[src/rtl/uart_dbg_pkg.sv]
// uart_dbg_pkg: command/response codes, parser and receiver state encodings for uart_dbg_master
package uart_dbg_pkg;
    localparam logic [7:0] CMD_RD  = 8'h52;
    localparam logic [7:0] CMD_WR  = 8'h57;
    localparam logic [7:0] RSP_ACK = 8'h4B;
    localparam logic [7:0] RSP_ERR = 8'h45;
    localparam int IDX_W = 2;
    typedef enum logic [2:0] {ST_IDLE, ST_ADDR, ST_DATA, ST_ISSUE, ST_RESP} dbg_state_t;
    typedef enum logic [1:0] {RX_IDLE, RX_START, RX_DATA, RX_STOP} rx_state_t;
    function automatic logic is_cmd(input logic [7:0] b);
        return b == CMD_RD || b == CMD_WR;
    endfunction
endpackage

[src/rtl/uart_dbg_master_rx.sv]
// uart_byte_rx: 8N1 receiver with 2-FF synchroniser, glitch-rejecting start check and stop-bit validation
module uart_byte_rx
    import uart_dbg_pkg::*;
#(
    parameter int CLK_DIV = 16
) (
    input  logic       clk,
    input  logic       rst,
    input  logic       rx,
    output logic       byte_valid,
    output logic [7:0] data,
    output logic       stop_err
);
    localparam int CW = $clog2(CLK_DIV);
    rx_state_t st;
    logic [CW-1:0] cnt;
    logic [2:0] bit_idx;
    logic [7:0] sh;
    logic s1, s2, s3;
    // synchronise rx, find the start edge, then sample each bit at its centre
    always_ff @(posedge clk) begin
        if (rst) begin
            {s3, s2, s1} <= 3'b111;
            st <= RX_IDLE;
            cnt <= '0;
            bit_idx <= '0;
            sh <= '0;
            data <= '0;
            byte_valid <= 1'b0;
            stop_err <= 1'b0;
        end else begin
            {s3, s2, s1} <= {s2, s1, rx};
            byte_valid <= 1'b0;
            stop_err <= 1'b0;
            cnt <= cnt + 1'b1;
            case (st)
                RX_IDLE: begin
                    cnt <= '0;
                    if (s3 && !s2) st <= RX_START;
                end
                RX_START: if (cnt == CW'(CLK_DIV / 2 - 1)) begin
                    cnt <= '0;
                    bit_idx <= '0;
                    st <= s2 ? RX_IDLE : RX_DATA;
                end
                RX_DATA: if (cnt == CW'(CLK_DIV - 1)) begin
                    cnt <= '0;
                    sh <= {s2, sh[7:1]};
                    bit_idx <= bit_idx + 1'b1;
                    if (bit_idx == 3'd7) st <= RX_STOP;
                end
                RX_STOP: if (cnt == CW'(CLK_DIV - 1)) begin
                    st <= RX_IDLE;
                    byte_valid <= s2;
                    stop_err <= !s2;
                    data <= sh;
                end
                default: st <= RX_IDLE;
            endcase
        end
    end
endmodule

[src/rtl/uart_dbg_master.sv]
// uart_dbg_master: UART command frames to single XT_BUS reads/writes; optional UART_DBG_TIMEOUT_EN adds an inter-byte timeout
module uart_dbg_master
    import uart_dbg_pkg::*;
#(
    parameter int CLK_DIV      = 16,
    parameter int ADDR_W       = 32,
    parameter int TIMEOUT_BITS = 64
) (
    input  logic              hb_clk,
    input  logic              hb_rst,
    input  logic              uart_rx,
    output logic              uart_tx,
    output logic              m_ren,
    output logic [ADDR_W-1:0] m_raddr,
    output logic              m_wen,
    output logic [ADDR_W-1:0] m_waddr,
    output logic [31:0]       m_wdata,
    input  logic [31:0]       m_rdata,
    output logic              busy,
    output logic              frame_err
);
    localparam int CW = $clog2(CLK_DIV);
    dbg_state_t state;
    logic is_wr;
    logic [IDX_W-1:0] idx;
    logic [31:0] addr, wdata, rbuf;
    logic [2:0] nb;
    logic [8:0] sh;
    logic [3:0] bits;
    logic [CW-1:0] div;
    logic tick, byte_valid, stop_err;
    logic [7:0] rx_data;
`ifdef UART_DBG_TIMEOUT_EN
    localparam int TMO_CYC = TIMEOUT_BITS * CLK_DIV;
    localparam int TW = $clog2(TMO_CYC);
    logic [TW-1:0] tmo;
`endif

    uart_byte_rx #(.CLK_DIV(CLK_DIV)) u_rx (
        .clk(hb_clk),
        .rst(hb_rst),
        .rx(uart_rx),
        .byte_valid(byte_valid),
        .data(rx_data),
        .stop_err(stop_err)
    );

    assign tick = div == CW'(CLK_DIV - 1);
    assign m_raddr = addr[ADDR_W-1:0];
    assign m_waddr = addr[ADDR_W-1:0];
    assign m_wdata = wdata;

    // free-running baud divider for the transmitter
    always_ff @(posedge hb_clk) begin
        if (hb_rst) div <= '0;
        else div <= tick ? '0 : div + 1'b1;
    end

    // command parser, bus strobes and response shifter
    always_ff @(posedge hb_clk) begin
        if (hb_rst) begin
            state <= ST_IDLE;
            is_wr <= 1'b0;
            idx <= '0;
            addr <= '0;
            wdata <= '0;
            rbuf <= '0;
            nb <= '0;
            sh <= '0;
            bits <= '0;
            uart_tx <= 1'b1;
            m_ren <= 1'b0;
            m_wen <= 1'b0;
            busy <= 1'b0;
            frame_err <= 1'b0;
`ifdef UART_DBG_TIMEOUT_EN
            tmo <= '0;
`endif
        end else begin
            frame_err <= 1'b0;
            case (state)
                ST_IDLE: begin
                    if (stop_err) frame_err <= 1'b1;
                    else if (byte_valid) begin
                        busy <= 1'b1;
                        idx <= '0;
                        is_wr <= rx_data == CMD_WR;
                        if (is_cmd(rx_data)) state <= ST_ADDR;
                        else begin
                            // the error reply goes through RESP so input is ignored while it drains
                            frame_err <= 1'b1;
                            rbuf <= {24'd0, RSP_ERR};
                            nb <= 3'd1;
                            state <= ST_RESP;
                        end
                    end
                end
                ST_ADDR, ST_DATA: begin
                    if (stop_err) begin
                        frame_err <= 1'b1;
                        busy <= 1'b0;
                        state <= ST_IDLE;
                    end else if (byte_valid) begin
                        idx <= idx + 1'b1;
                        if (state == ST_ADDR) addr <= {rx_data, addr[31:8]};
                        else wdata <= {rx_data, wdata[31:8]};
                        if (&idx) begin
                            state <= (state == ST_ADDR && is_wr) ? ST_DATA : ST_ISSUE;
                            m_ren <= state == ST_ADDR && !is_wr;
                            m_wen <= state == ST_DATA;
                        end
                    end
                end
                ST_ISSUE: begin
                    if (is_wr) begin
                        m_wen <= 1'b0;
                        rbuf <= {24'd0, RSP_ACK};
                        nb <= 3'd1;
                        state <= ST_RESP;
                    end else if (m_ren) m_ren <= 1'b0;
                    else begin
                        rbuf <= m_rdata;
                        nb <= 3'd4;
                        state <= ST_RESP;
                    end
                end
                ST_RESP: if (tick) begin
                    if (bits != 4'd0) begin
                        uart_tx <= sh[0];
                        sh <= {1'b1, sh[8:1]};
                        bits <= bits - 1'b1;
                    end else if (nb != 3'd0) begin
                        uart_tx <= 1'b0;
                        sh <= {1'b1, rbuf[7:0]};
                        rbuf <= rbuf >> 8;
                        nb <= nb - 1'b1;
                        bits <= 4'd9;
                    end else begin
                        busy <= 1'b0;
                        state <= ST_IDLE;
                    end
                end
                default: state <= ST_IDLE;
            endcase
`ifdef UART_DBG_TIMEOUT_EN
            // abandon a partial frame when the host goes quiet between bytes
            if ((state == ST_ADDR || state == ST_DATA) && !byte_valid && !stop_err) begin
                if (tmo == TW'(TMO_CYC - 1)) begin
                    tmo <= '0;
                    frame_err <= 1'b1;
                    busy <= 1'b0;
                    state <= ST_IDLE;
                end else tmo <= tmo + 1'b1;
            end else tmo <= '0;
`endif
        end
    end
endmodule

[config.mk]
export PLATFORM = sky130hd
export DESIGN_NAME = uart_dbg_master
export DESIGN_NICKNAME = d
export VERILOG_FILES = /design/src/rtl/uart_dbg_pkg.sv /design/src/rtl/uart_dbg_master_rx.sv /design/src/rtl/uart_dbg_master.sv
export SDC_FILE = /design/constraint.sdc
export NUM_CORES = 1
export LEC_CHECK = 0
export BUFFER_PORTS_ARGS = -buffer_cell sky130_fd_sc_hd__clkbuf_2
export CAP_MARGIN = 20
export CELL_PAD_IN_SITES_DETAIL_PLACEMENT = 0
export CELL_PAD_IN_SITES_GLOBAL_PLACEMENT = 1
export CORE_UTILIZATION = 43
export DETAILED_ROUTE_END_ITERATION = 6
export PLACE_DENSITY = 0.84
export SLEW_MARGIN = 15
export SYNTH_ARGS = -nofsm -noshare
export SYNTH_HDL_FRONTEND = slang
export SYNTH_SLANG_ARGS = --single-unit
[constraint.sdc]
create_clock -name hb_clk -period 4.7 [get_ports hb_clk]
set_input_delay 0 -clock hb_clk [delete_from_list [all_inputs] [get_ports hb_clk]]
set_output_delay 0 -clock hb_clk [all_outputs]
set_load 0.03 [all_outputs]
==> results.txt <==
post-synth top area share: 47.36%
status: finished, final reports clean
P_sw: 704.6 uW
non-filler cells, final: 1096
CP Launch Type: register
Max Cap Viol: 0
Iter 0 DRT Violations: 360
ANT cells: 0
Power Internal: 2162 uW
worst min-delay path startpoint: m_rdata[4]
Inst Count DP: 1043
root buffer cell: clkbuf_16
Initial Util: 43.82%
Die Ht: 126.2 um
Worst-Skew Late Latency: 0.42 ns
Hold Path Sink: rbuf[4]$_SDFFE_PP0P_
CTS clk-pin slew, worst paths: 0.06 ns
drt drc: 0
fillers: 1452
setup violators final: 0
average size of a mapped cell: 8.275 um2
Least-Margin Pin Slew: 1.036 ns
routed length per instance: 14.22 um
gr usage total: 19.96%
pwr dens: 361.9 nW/um2
Comb pwr share: 6.0%
initial antenna violation count: 0
Final WS setup: 1.754 ns
Worst setup EP type: register
Die ar.: 15930 um2
Place WS: 1.809 ns
min Tclk post-route: 2.946 ns
EDFF count, synth: 0
I/O Buffers: 135
setup TNS: 0 ns
Netlist cell types: 59
Syn Nets: 848
area grow syn2layout: 19.38%
Overflow after GRT: 0
clock buffer depth: 2
Num CTS Buffers: 17
Seq pwr share: 48.0%
antenna-violating nets left: 0
RD Place Congestion: 0.8018
largest net degree at the start of global routing: 95
RSZ-0062 raised after global routing: no
layout cell share with drive strength beyond 1: 20.93%
Final Hold Viols: 0
vias in the first global route: 5149
number of synthesis warnings: 0
CTS tree: yes
1st-pass router iterations: 4
Post-DP HPWL: 9872 um
Crit path required time: 5.02 ns
Max Fclk: 0.3395 GHz
Area contributors post-synth: dfxtp_1 (47%), a21oi_1 (10%), nand2_1 (10%)
final net count: 941
hold depth: 3
Reg2Reg Launch Point: state[1]$_SDFFE_PP0P_
io pins: 136
Synth async-reset ratio: 0%
Core Area: 15150 um2
sw frac: 24.57%
DR vias: 5704
R2R Setup Slk: 1.75 ns
Hold WS: 0.0007344 ns
Max VDD drop: 214.0 uV
Post-Syn Instances: 802
FF-to-FF path depth: 6
Via-to-Cell Ratio: 5.204
Pleak: 0.002984 uW
Max Slew Vio Count: 0
dominant cell type by area after synthesis: dfxtp_1
maximum fanout along the worst path: 20
Die Wd: 126.2 um
# rows: 45
Seq/Total Area, Yosys: 47.36%
FF+latch count, synth: 157
Min-Delay Path Class: in -> reg
Main synth FF type: dfxtp_1
H-Tree Depth: 4
first-pass GRT wire length: 25700 um
CTS Sinks: 157
clk_skew: 0.01184 ns
Slew headroom: 30.88%
WS Path Type: reg -> reg
Mapped Area: 6636 um2
Arrival @ worst endpoint: 3.27 ns
Clk pwr share: 46.0%
r2r endpoint: nb[2]$_SDFFE_PP0P_
Post-Route WL: 15580 um
fin crit share: 62.67%
==> worst max-delay path, cell delays in order, from the launching register on <==
cell      delay, ns
dfxtp_1        0.69
or2_1          0.37
a21boi_1       0.34
o32a_1         0.57
nor2_1         0.33
buf_4          0.28
a221oi_1       0.25
==> layout make-up <==
cell class / instances / area (um2) / area share (%)
flip-flops and latches: 157 / 3143 / 39.67
multi-input cells: 542 / 2973 / 37.52
repair buffers: 165 / 960.9 / 12.13
clock buffers: 18 / 429.2 / 5.417
well taps: 188 / 235.2 / 2.969
clock inverters: 14 / 136.4 / 1.721
inverters: 12 / 45.04 / 0.5685
==> repair_timing <==
action	4_1_cts	5_1_grt
hold buffers	20	0
resized for setup	0	0
endpoints found under the hold margin	20	0
setup buffers	0	0
==> power groups by stage <==
stage | registers [uW] | clock network [uW] | logic (uW)
2_1_floorplan | 1400 | 0 | 120
3_3_place_gp | 1410 | 0 | 155
3_5_place_dp | 1410 | 0 | 157
4_1_cts | 1380 | 1340 | 171
5_1_grt | 1380 | 1400 | 192
6_report | 1380 | 1320 | 173
==> metal layers <==
| layer | global-route usage [%] | up-vias | wire length, um |
|---|---|---|---|
| li1 | - | 2957 | - |
| met1 | 28.49 | 2617 | 7850 |
| met2 | 29.83 | 118 | 7009 |
| met3 | 4.248 | 12 | 559 |
| met4 | 6.591 | 0 | 165 |
| met5 | 0 | - | 0 |
==> cells in the final DEF, fill, tap and decap left out, types with 10 or more instances in the layout <==
cell	synthesis	layout
nand2_1	176	176
dfxtp_1	157	157
a21oi_1	136	136
clkbuf_2	0	134
a211oi_1	30	30
nor2_1	30	29
dlygate4sd3_1	0	20
a22oi_1	19	19
clkbuf_16	0	17
o21ai_1	14	14
nand4_1	13	13
inv_1	11	11
ha_1	11	11
nand3_1	10	10
buf_4	35	10
==> worst max path at each step <==
stage	start	end	slack (ns)	cells past startpoint
final	state[1]$_SDFFE_PP0P_	nb[2]$_SDFFE_PP0P_	1.75	6
after global routing	state[1]$_SDFFE_PP0P_	nb[2]$_SDFFE_PP0P_	1.46	6
after CTS	state[1]$_SDFFE_PP0P_	nb[2]$_SDFFE_PP0P_	1.78	6
after detailed placement	state[1]$_SDFFE_PP0P_	nb[2]$_SDFFE_PP0P_	1.81	6
after global placement	state[1]$_SDFFE_PP0P_	nb[2]$_SDFFE_PP0P_	1.87	6
after floorplan	div[0]$_SDFF_PP0_	rbuf[10]$_SDFFE_PP0P_	2.84	7
==> flip-flops by register name (all words and copies together), names as in the netlist, 2 cells and up, named ones only <==
register      cells
u_rx.bit_idx      3
state             3
u_rx.sh           8
u_rx.cnt          4
u_rx.data         8
m_wdata          32
nb                3
m_raddr          32
sh                9
idx               2
rbuf             32
bits              4
div               4
==> synth_stat cells (5+ instances only) <==
library cell / instances
nor3_1: 8
nand2_1: 176
o21ai_1: 14
a22oi_1: 19
o21ai_0: 8
buf_2: 8
nand3_1: 10
a211oi_1: 30
a21oi_1: 136
ha_1: 11
nor2_1: 30
and3_1: 5
buf_4: 35
dfxtp_1: 157
nand4_1: 13
clkbuf_1: 48
mux2i_1: 8
nand2b_1: 5
inv_1: 11
a31oi_1: 5
==> kinds of logic (layout without fill, tap and decap cells) <==
family,count (synthesis),count (layout),synth area share [%]
buf+inv,103,209,7.956
flops,157,157,47.36
simple gates,278,278,18.80
xor+xnor,7,7,0.9238
fa+ha+maj,11,11,2.074
mux,8,8,1.207
compound gates,238,238,21.68
==> stage by stage <==
stage	util (%)	total power (uW)	instance area [um2]
after floorplan	-	1518	6636
final	52.31	2867	7923
after detailed placement	47.15	1562	7142
after global routing	52.31	2975	7923
after global placement	47.15	1560	7142
after CTS	52.21	2890	7908
(Power assumes the default switching activity.)
